$ cat src/rtl/sysmon_pkg.sv
// -----------------------------------------------------------------------------
// sysmon_pkg
// Shared definitions for the system monitor poller: FSM state encoding, the
// data word written for a DRP read that never answered, and the DRP register
// addresses of the most commonly polled SYSMON/XADC status channels.
// -----------------------------------------------------------------------------
package sysmon_pkg;

   typedef enum logic [2:0] {
      IDLE  = 3'd0,
      REQ   = 3'd1,
      WAIT  = 3'd2,
      WRITE = 3'd3,
      STAMP = 3'd4
   } state_t;

   // Written into a channel slot when drp_rdy never arrived.
   localparam logic [15:0] TIMEOUT_DATA = 16'hFFFF;

   // Default SYSMON/XADC status register addresses.
   localparam logic [6:0] DRP_ADDR_TEMP   = 7'h00;
   localparam logic [6:0] DRP_ADDR_VCCINT = 7'h01;
   localparam logic [6:0] DRP_ADDR_VCCAUX = 7'h02;

endpackage

$ cat src/rtl/sysmon_interval_timer.sv
// -----------------------------------------------------------------------------
// sysmon_interval_timer
// Free-running counter 0..INTERVAL_CYCLES-1 that raises tick once per period.
// tick is high whenever the counter sits at zero, i.e. in the cycle after each
// wrap and in the very first cycle after reset is released, so sweeps start
// immediately after reset and then exactly INTERVAL_CYCLES apart.
//
// Ports:
//   clk   in   system clock
//   rst   in   synchronous active-high reset
//   tick  out  one-cycle sweep-start strobe
// -----------------------------------------------------------------------------
module sysmon_interval_timer #(
   parameter int INTERVAL_CYCLES = 100000
) (
   input  logic clk,
   input  logic rst,
   output logic tick
);

   localparam int CW = (INTERVAL_CYCLES > 1) ? $clog2(INTERVAL_CYCLES) : 1;

   logic [CW-1:0] cnt_q;
   logic [CW-1:0] cnt_d;

   always_comb begin
      if (cnt_q == CW'(INTERVAL_CYCLES - 1)) begin
         cnt_d = '0;
      end else begin
         cnt_d = cnt_q + CW'(1);
      end
   end

   always_ff @(posedge clk) begin
      if (rst) begin
         cnt_q <= '0;
      end else begin
         cnt_q <= cnt_d;
      end
   end

   assign tick = (cnt_q == '0);

endmodule

$ cat src/rtl/sysmon_poller.sv
// -----------------------------------------------------------------------------
// sysmon_poller
// Periodically reads CHANNEL_COUNT consecutive SYSMON DRP registers and writes
// each result into the monitor RAM at BASE_ADDR+index, followed by a 16-bit
// sweep counter at BASE_ADDR+CHANNEL_COUNT. A channel whose drp_rdy does not
// arrive within TIMEOUT_CYCLES gets 16'hFFFF and bumps timeout_count.
//
// Ports:
//   clk, rst           clock and synchronous active-high reset
//   drp_en/we/addr     DRP request side (we is tied low, reads only)
//   drp_do, drp_rdy    DRP response side
//   wen/waddr/wdata    RAM write port
//   busy               sweep in progress
//   timeout_count      saturating number of DRP timeouts since reset
//
// All outputs come straight from flops whose next value is decided from the
// current state, so they appear one cycle after the state that produces them.
// -----------------------------------------------------------------------------
module sysmon_poller
   import sysmon_pkg::*;
#(
   parameter int ADDR_WIDTH                          = 13,
   parameter int DATA_WIDTH                          = 16,
   parameter int DRP_ADDR_WIDTH                      = 7,
   parameter logic [DRP_ADDR_WIDTH-1:0] FIRST_DRP_ADDR = DRP_ADDR_TEMP,
   parameter int CHANNEL_COUNT                       = 8,
   parameter int BASE_ADDR                           = 0,
   parameter int INTERVAL_CYCLES                     = 100000,
   parameter int TIMEOUT_CYCLES                      = 255
) (
   input  logic                      clk,
   input  logic                      rst,
   output logic                      drp_en,
   output logic                      drp_we,
   output logic [DRP_ADDR_WIDTH-1:0] drp_addr,
   input  logic [15:0]               drp_do,
   input  logic                      drp_rdy,
   output logic                      wen,
   output logic [ADDR_WIDTH-1:0]     waddr,
   output logic [DATA_WIDTH-1:0]     wdata,
   output logic                      busy,
   output logic [15:0]               timeout_count
);

   localparam int IW = (CHANNEL_COUNT > 1) ? $clog2(CHANNEL_COUNT) : 1;
   localparam int TW = (TIMEOUT_CYCLES > 0) ? $clog2(TIMEOUT_CYCLES + 1) : 1;

   logic tick;

   sysmon_interval_timer #(
      .INTERVAL_CYCLES(INTERVAL_CYCLES)
   ) u_timer (
      .clk (clk),
      .rst (rst),
      .tick(tick)
   );

   state_t                    state_q,    state_d;
   logic [IW-1:0]             idx_q,      idx_d;
   logic [TW-1:0]             tmo_q,      tmo_d;
   logic [15:0]               data_q,     data_d;
   logic [15:0]               sweep_q,    sweep_d;
   logic [15:0]               tcount_q,   tcount_d;
   logic                      drp_en_q,   drp_en_d;
   logic [DRP_ADDR_WIDTH-1:0] drp_addr_q, drp_addr_d;
   logic                      wen_q,      wen_d;
   logic [ADDR_WIDTH-1:0]     waddr_q,    waddr_d;
   logic [DATA_WIDTH-1:0]     wdata_q,    wdata_d;
   logic                      busy_q,     busy_d;

   always_comb begin
      state_d    = state_q;
      idx_d      = idx_q;
      tmo_d      = tmo_q;
      data_d     = data_q;
      sweep_d    = sweep_q;
      tcount_d   = tcount_q;
      drp_en_d   = 1'b0;
      drp_addr_d = drp_addr_q;
      wen_d      = 1'b0;
      waddr_d    = waddr_q;
      wdata_d    = wdata_q;
      busy_d     = busy_q;

      case (state_q)
         IDLE: begin
            // Ticks arriving in any other state are simply not looked at.
            if (tick) begin
               state_d = REQ;
               busy_d  = 1'b1;
            end
         end
         REQ: begin
            drp_en_d   = 1'b1;
            drp_addr_d = DRP_ADDR_WIDTH'(int'(FIRST_DRP_ADDR) + int'(idx_q));
            tmo_d      = '0;
            state_d    = WAIT;
         end
         WAIT: begin
            // drp_rdy is checked first so a response in the timeout cycle wins.
            if (drp_rdy) begin
               data_d  = drp_do;
               state_d = WRITE;
            end else if (tmo_q == TW'(TIMEOUT_CYCLES)) begin
               data_d  = TIMEOUT_DATA;
               state_d = WRITE;
               if (tcount_q != 16'hFFFF) begin
                  tcount_d = tcount_q + 16'd1;
               end
            end else begin
               tmo_d = tmo_q + TW'(1);
            end
         end
         WRITE: begin
            wen_d   = 1'b1;
            waddr_d = ADDR_WIDTH'(BASE_ADDR + int'(idx_q));
            wdata_d = DATA_WIDTH'(data_q);
            if (idx_q == IW'(CHANNEL_COUNT - 1)) begin
               state_d = STAMP;
            end else begin
               idx_d   = idx_q + IW'(1);
               state_d = REQ;
            end
         end
         STAMP: begin
            wen_d   = 1'b1;
            waddr_d = ADDR_WIDTH'(BASE_ADDR + CHANNEL_COUNT);
            wdata_d = DATA_WIDTH'(sweep_q);
            sweep_d = sweep_q + 16'd1;
            idx_d   = '0;
            busy_d  = 1'b0;
            state_d = IDLE;
         end
         default: begin
            state_d = IDLE;
         end
      endcase
   end

   always_ff @(posedge clk) begin
      if (rst) begin
         state_q    <= IDLE;
         idx_q      <= '0;
         tmo_q      <= '0;
         data_q     <= '0;
         sweep_q    <= '0;
         tcount_q   <= '0;
         drp_en_q   <= 1'b0;
         drp_addr_q <= '0;
         wen_q      <= 1'b0;
         waddr_q    <= '0;
         wdata_q    <= '0;
         busy_q     <= 1'b0;
      end else begin
         state_q    <= state_d;
         idx_q      <= idx_d;
         tmo_q      <= tmo_d;
         data_q     <= data_d;
         sweep_q    <= sweep_d;
         tcount_q   <= tcount_d;
         drp_en_q   <= drp_en_d;
         drp_addr_q <= drp_addr_d;
         wen_q      <= wen_d;
         waddr_q    <= waddr_d;
         wdata_q    <= wdata_d;
         busy_q     <= busy_d;
      end
   end

   assign drp_en        = drp_en_q;
   assign drp_we        = 1'b0;
   assign drp_addr      = drp_addr_q;
   assign wen           = wen_q;
   assign waddr         = waddr_q;
   assign wdata         = wdata_q;
   assign busy          = busy_q;
   assign timeout_count = tcount_q;

endmodule

$ cat config.mk
export PLATFORM = sky130hd
export DESIGN_NAME = sysmon_poller
export DESIGN_NICKNAME = d
export VERILOG_FILES = /design/src/rtl/sysmon_pkg.sv /design/src/rtl/sysmon_interval_timer.sv /design/src/rtl/sysmon_poller.sv
export SDC_FILE = /design/constraint.sdc
export NUM_CORES = 1
export LEC_CHECK = 0
export BUFFER_PORTS_ARGS = -buffer_cell sky130_fd_sc_hd__buf_2
export CORE_MARGIN = 2
export CORE_UTILIZATION = 51
export DETAILED_ROUTE_END_ITERATION = 16
export HOLD_SLACK_MARGIN = 0.1
export PLACE_DENSITY = 0.75
export SYNTH_ARGS = -nofsm -noshare
export SYNTH_HDL_FRONTEND = slang
export SYNTH_SLANG_ARGS = --single-unit
$ cat constraint.sdc
create_clock -name clk -period 2.1 [get_ports clk]
set_input_delay 0 -clock clk [delete_from_list [all_inputs] [get_ports clk]]
set_output_delay 0 -clock clk [all_outputs]
set_load 0.005 [all_outputs]
==> impl_results.md <==
- Element type at the critical path end: flop
- Distinct cells, synth: 57
- Power density cells: 696 nW/µm²
- Number of warnings issued by yosys: 0
- Congestion Overflow GR: 0
- Cell Area, Placed: 5120 µm²
- Worst VDD drop: 0.424 mV
- Tcrit/Tclk final: 0.911
- Max incr delay on CP: 500 ps
- Multi-input gate area in the final layout: 2370 µm²
- Number of top-level pins: 75
- Number of flops mapped to enable cells by yosys: 0
- Xor/xnor cell area share of the yosys netlist: 0.0744
- Family of cells with the greatest summed delay on the critical path: simple AND/OR/NAND/NOR gates
- Clock transition at the registers of the reported paths: 100 ps
- Reported max-cap violation count: 0
- Main combinational cell family by area after synthesis: simple AND/OR/NAND/NOR gates
- Total number of cells along the worst setup path: 5
- Number of sinks handled by clock tree synthesis: 105
- Clock buffer count from CTS: 9
- CTS tree: yes
- Transition at the pin with the smallest max-transition slack: 596 ps
- Remaining number of nets flagged by the antenna check after routing: 0
- Leakage: 2.12 nW
- Area share of the largest cell type after synthesis: 0.447
- Worst setup SP type: flop
- Core outline area: 9110 µm²
- Synth area leader: sky130_fd_sc_hd__dfxtp_1
- Pin count of the biggest net entering global routing: 62
- Maximum clock skew at final layout: 14.0 ps
- Count of placed standard cells in the final layout, fillers left out: 746
- Std-Cell Rows: 35
- Minimum hold slack: 133 ps
- Combined buffer and inverter count along the critical path: 0
- Part of the power in combinational logic: 0.110
- Final estimated routing congestion in global placement: 0.871
- Setup Buffers After CTS: 0
- Fraction of registers with async set or reset after synthesis: 0
- Setup TNS: 0 ps
- Routed via count divided by cell count: 5.39
- Commonest cells in the netlist: sky130_fd_sc_hd__nor2_1 (109), sky130_fd_sc_hd__dfxtp_1 (105), sky130_fd_sc_hd__nand2_1 (54), sky130_fd_sc_hd__nor3_1 (30), sky130_fd_sc_hd__xnor2_1 (27)
- Routed wire per std cell: 13.7 µm
- Worst setup path category: flop to flop
- Sequential cell area fraction in the yosys report: 0.447
- H-tree lvl count: 3
- Switching fraction of total power: 0.261
- CTS Root Buffer Type: sky130_fd_sc_hd__clkbuf_8
- Area delta synth->final: 16.9%
- Number of gates resized after CTS: 0
- Net count reported at finish: 656
- Post-Place Cells: 713
- Area of the die: 10000 µm²
- Number of register bits inferred by synthesis: 105
- Switching power of the nets: 1.00 mW
- Top_reg_cell synth: sky130_fd_sc_hd__dfxtp_1
- Routed wire length: 10200 µm
- Total vias in the final route: 4023
- IO Port Bufs: 60
- Cell area after layout: 5500 µm²
- Crit path DAT: 2160 ps
- Synth area leaders: sky130_fd_sc_hd__dfxtp_1 (45%), sky130_fd_sc_hd__nor2_1 (8.7%), sky130_fd_sc_hd__xnor2_1 (5.0%), sky130_fd_sc_hd__nand2_1 (4.3%), sky130_fd_sc_hd__nor3_1 (3.2%)
- Pre-antenna DRT Iters: 5
- Count of unresolved DRC violations after routing: 0
- Half-perimeter wire length after placement: 7320 µm
- Clock latency on the worst-skew pair: 360 ps
- Share of total power in the clock network: 0.340
- Utilization of the core after routing: 0.604
- Via count of the first global-routing pass: 3645
- Count of final max-slew check failures: 0
- Relative slew slack: 0.601
- Required time of the critical path: 2350 ps
- Highest net fanout along the worst path: 5
- Setup-violating endpoint count in the final report: 0
- Compound-cell area share of the yosys netlist: 0.114
- Adder-cell area share of the yosys netlist: 0.0186
- Syn_area_per_cell: 8.52 µm²
- Register area: 2100 µm²
- Total global-route track usage: 0.211
- Ratio of cells with drive above 1 in the final layout: 0.176
- Maximum root-to-sink buffer count: 2
- Number of instances on the worst hold path: 3
- Class of the tightest hold or removal check: primary input to flop
- Post-synthesis mux area share: 0.0152
- Initial antenna violation count: 0
- Total inserted antenna cells: 0
- Netlist area before placement: 4710 µm²
- Post-layout min period: 1910 ps
- Violation count after the first detailed-routing iteration: 272
- Starting Density: 0.517
- Most frequent cell after synthesis: sky130_fd_sc_hd__nor2_1
- Max Clock Freq: 0.523 GHz
- Die width: 100 µm
- Area fraction in and, or, nand and nor cells after synthesis: 0.271
- Sequential Power Share: 0.550
- Die outline height: 100 µm
- Final-layout fill cell count: 804
- Crit path max-delay cell type: sky130_fd_sc_hd__nor4_2
- Internal portion of total power: 2.83 mW
- First-pass GRT wire length: 17500 µm
- Ordered list of cells on the worst path: nand4_1 > nor4_2 > a211oi_1 > nand2_1 > mux2_2
- Run status: completed
- Worst-case setup slack after placement: 217 ps
- Endpoints failing hold: 0
- Final Worst Setup Slack: 188 ps
- Count of cells along the worst register-to-register path: 5
- Synthesized netlist cell count: 552
- RSZ-0062 raised after global routing: no
- Total power after layout: 3.83 mW
[registers in the layout, indices dropped and copies added (netlist names)]
signal,flops
drp_en,1
wen,1
busy,1
sweep_q,16
state_q,3
waddr,4
u_timer.cnt_q,17
drp_addr,3
data_q,16
tmo_q,8
timeout_count,16
idx_q,3
wdata,16
[cells by family (layout without fill, tap and decap cells)]
logic type	after synthesis	count (layout)
compound gates	71	71
fa+ha+maj	7	7
flops	105	105
other cells	1	14
buf+inv	51	121
mux	7	7
simple gates	270	270
xor+xnor	40	40
[worst paths after layout]
| kind | from | endpoint | slack (ps) |
|---|---|---|---|
| worst min-delay path | rst | waddr[0]$_SDFFE_PP0P_ | 130 |
| worst min register to register | drp_addr[2]$_SDFFE_PP0P_ | drp_addr[2]$_SDFFE_PP0P_ | 460 |
| worst max register to register | timeout_count[8]$_SDFFE_PP0P_ | timeout_count[6]$_SDFFE_PP0P_ | 190 |
| worst max-delay path | timeout_count[8]$_SDFFE_PP0P_ | timeout_count[6]$_SDFFE_PP0P_ | 190 |
[power groups by stage]
stage	registers, mW	logic, mW	clock network [mW]
after CTS	2.10	0.421	1.33
after global routing	2.11	0.476	1.40
final	2.11	0.419	1.30
after detailed placement	2.15	0.395	0
after global placement	2.15	0.385	0
after floorplan	2.13	0.305	0
[placed cells by master, fill, tap and decap left out, types with 14 or more instances in the layout]
cell type,n
sky130_fd_sc_hd__nor2_1,109
sky130_fd_sc_hd__dfxtp_1,105
sky130_fd_sc_hd__buf_2,60
sky130_fd_sc_hd__nand2_1,54
sky130_fd_sc_hd__nor3_1,30
sky130_fd_sc_hd__xnor2_1,27
sky130_fd_sc_hd__nand3_1,25
sky130_fd_sc_hd__dlygate4sd3_1,17
sky130_fd_sc_hd__buf_4,17
sky130_fd_sc_hd__a21oi_1,15
sky130_fd_sc_hd__conb_1,14
[tightest hold or removal path: cells and delay by family]
family | cells | cell delay, ps
AND/OR/NAND/NOR | 1 | 110
buffers and inverters | 2 | 340
[final cells by class]
class / count / share of cell area
repair buffers: 96 / 0.116
well taps: 111 / 0.0253
multi-input cells: 409 / 0.432
clock buffers: 10 / 0.0250
inverters: 9 / 0.00614
flip-flops and latches: 105 / 0.382
clock inverters: 6 / 0.0137
[timing repair]
action,CTS,global route
hold buffers,17,0
setup endpoints to repair,0,0
hold endpoints to repair,17,0
[metal layers]
metal | vias up | part of all wire | global-route usage
met5 | - | 0 | 0
met4 | 0 | 0.0099 | 0.0653
met3 | 9 | 0.054 | 0.0286
met2 | 121 | 0.44 | 0.325
met1 | 1848 | 0.49 | 0.308
li1 | 2045 | - | -
Note: power is estimated with default switching activity, not from simulation.
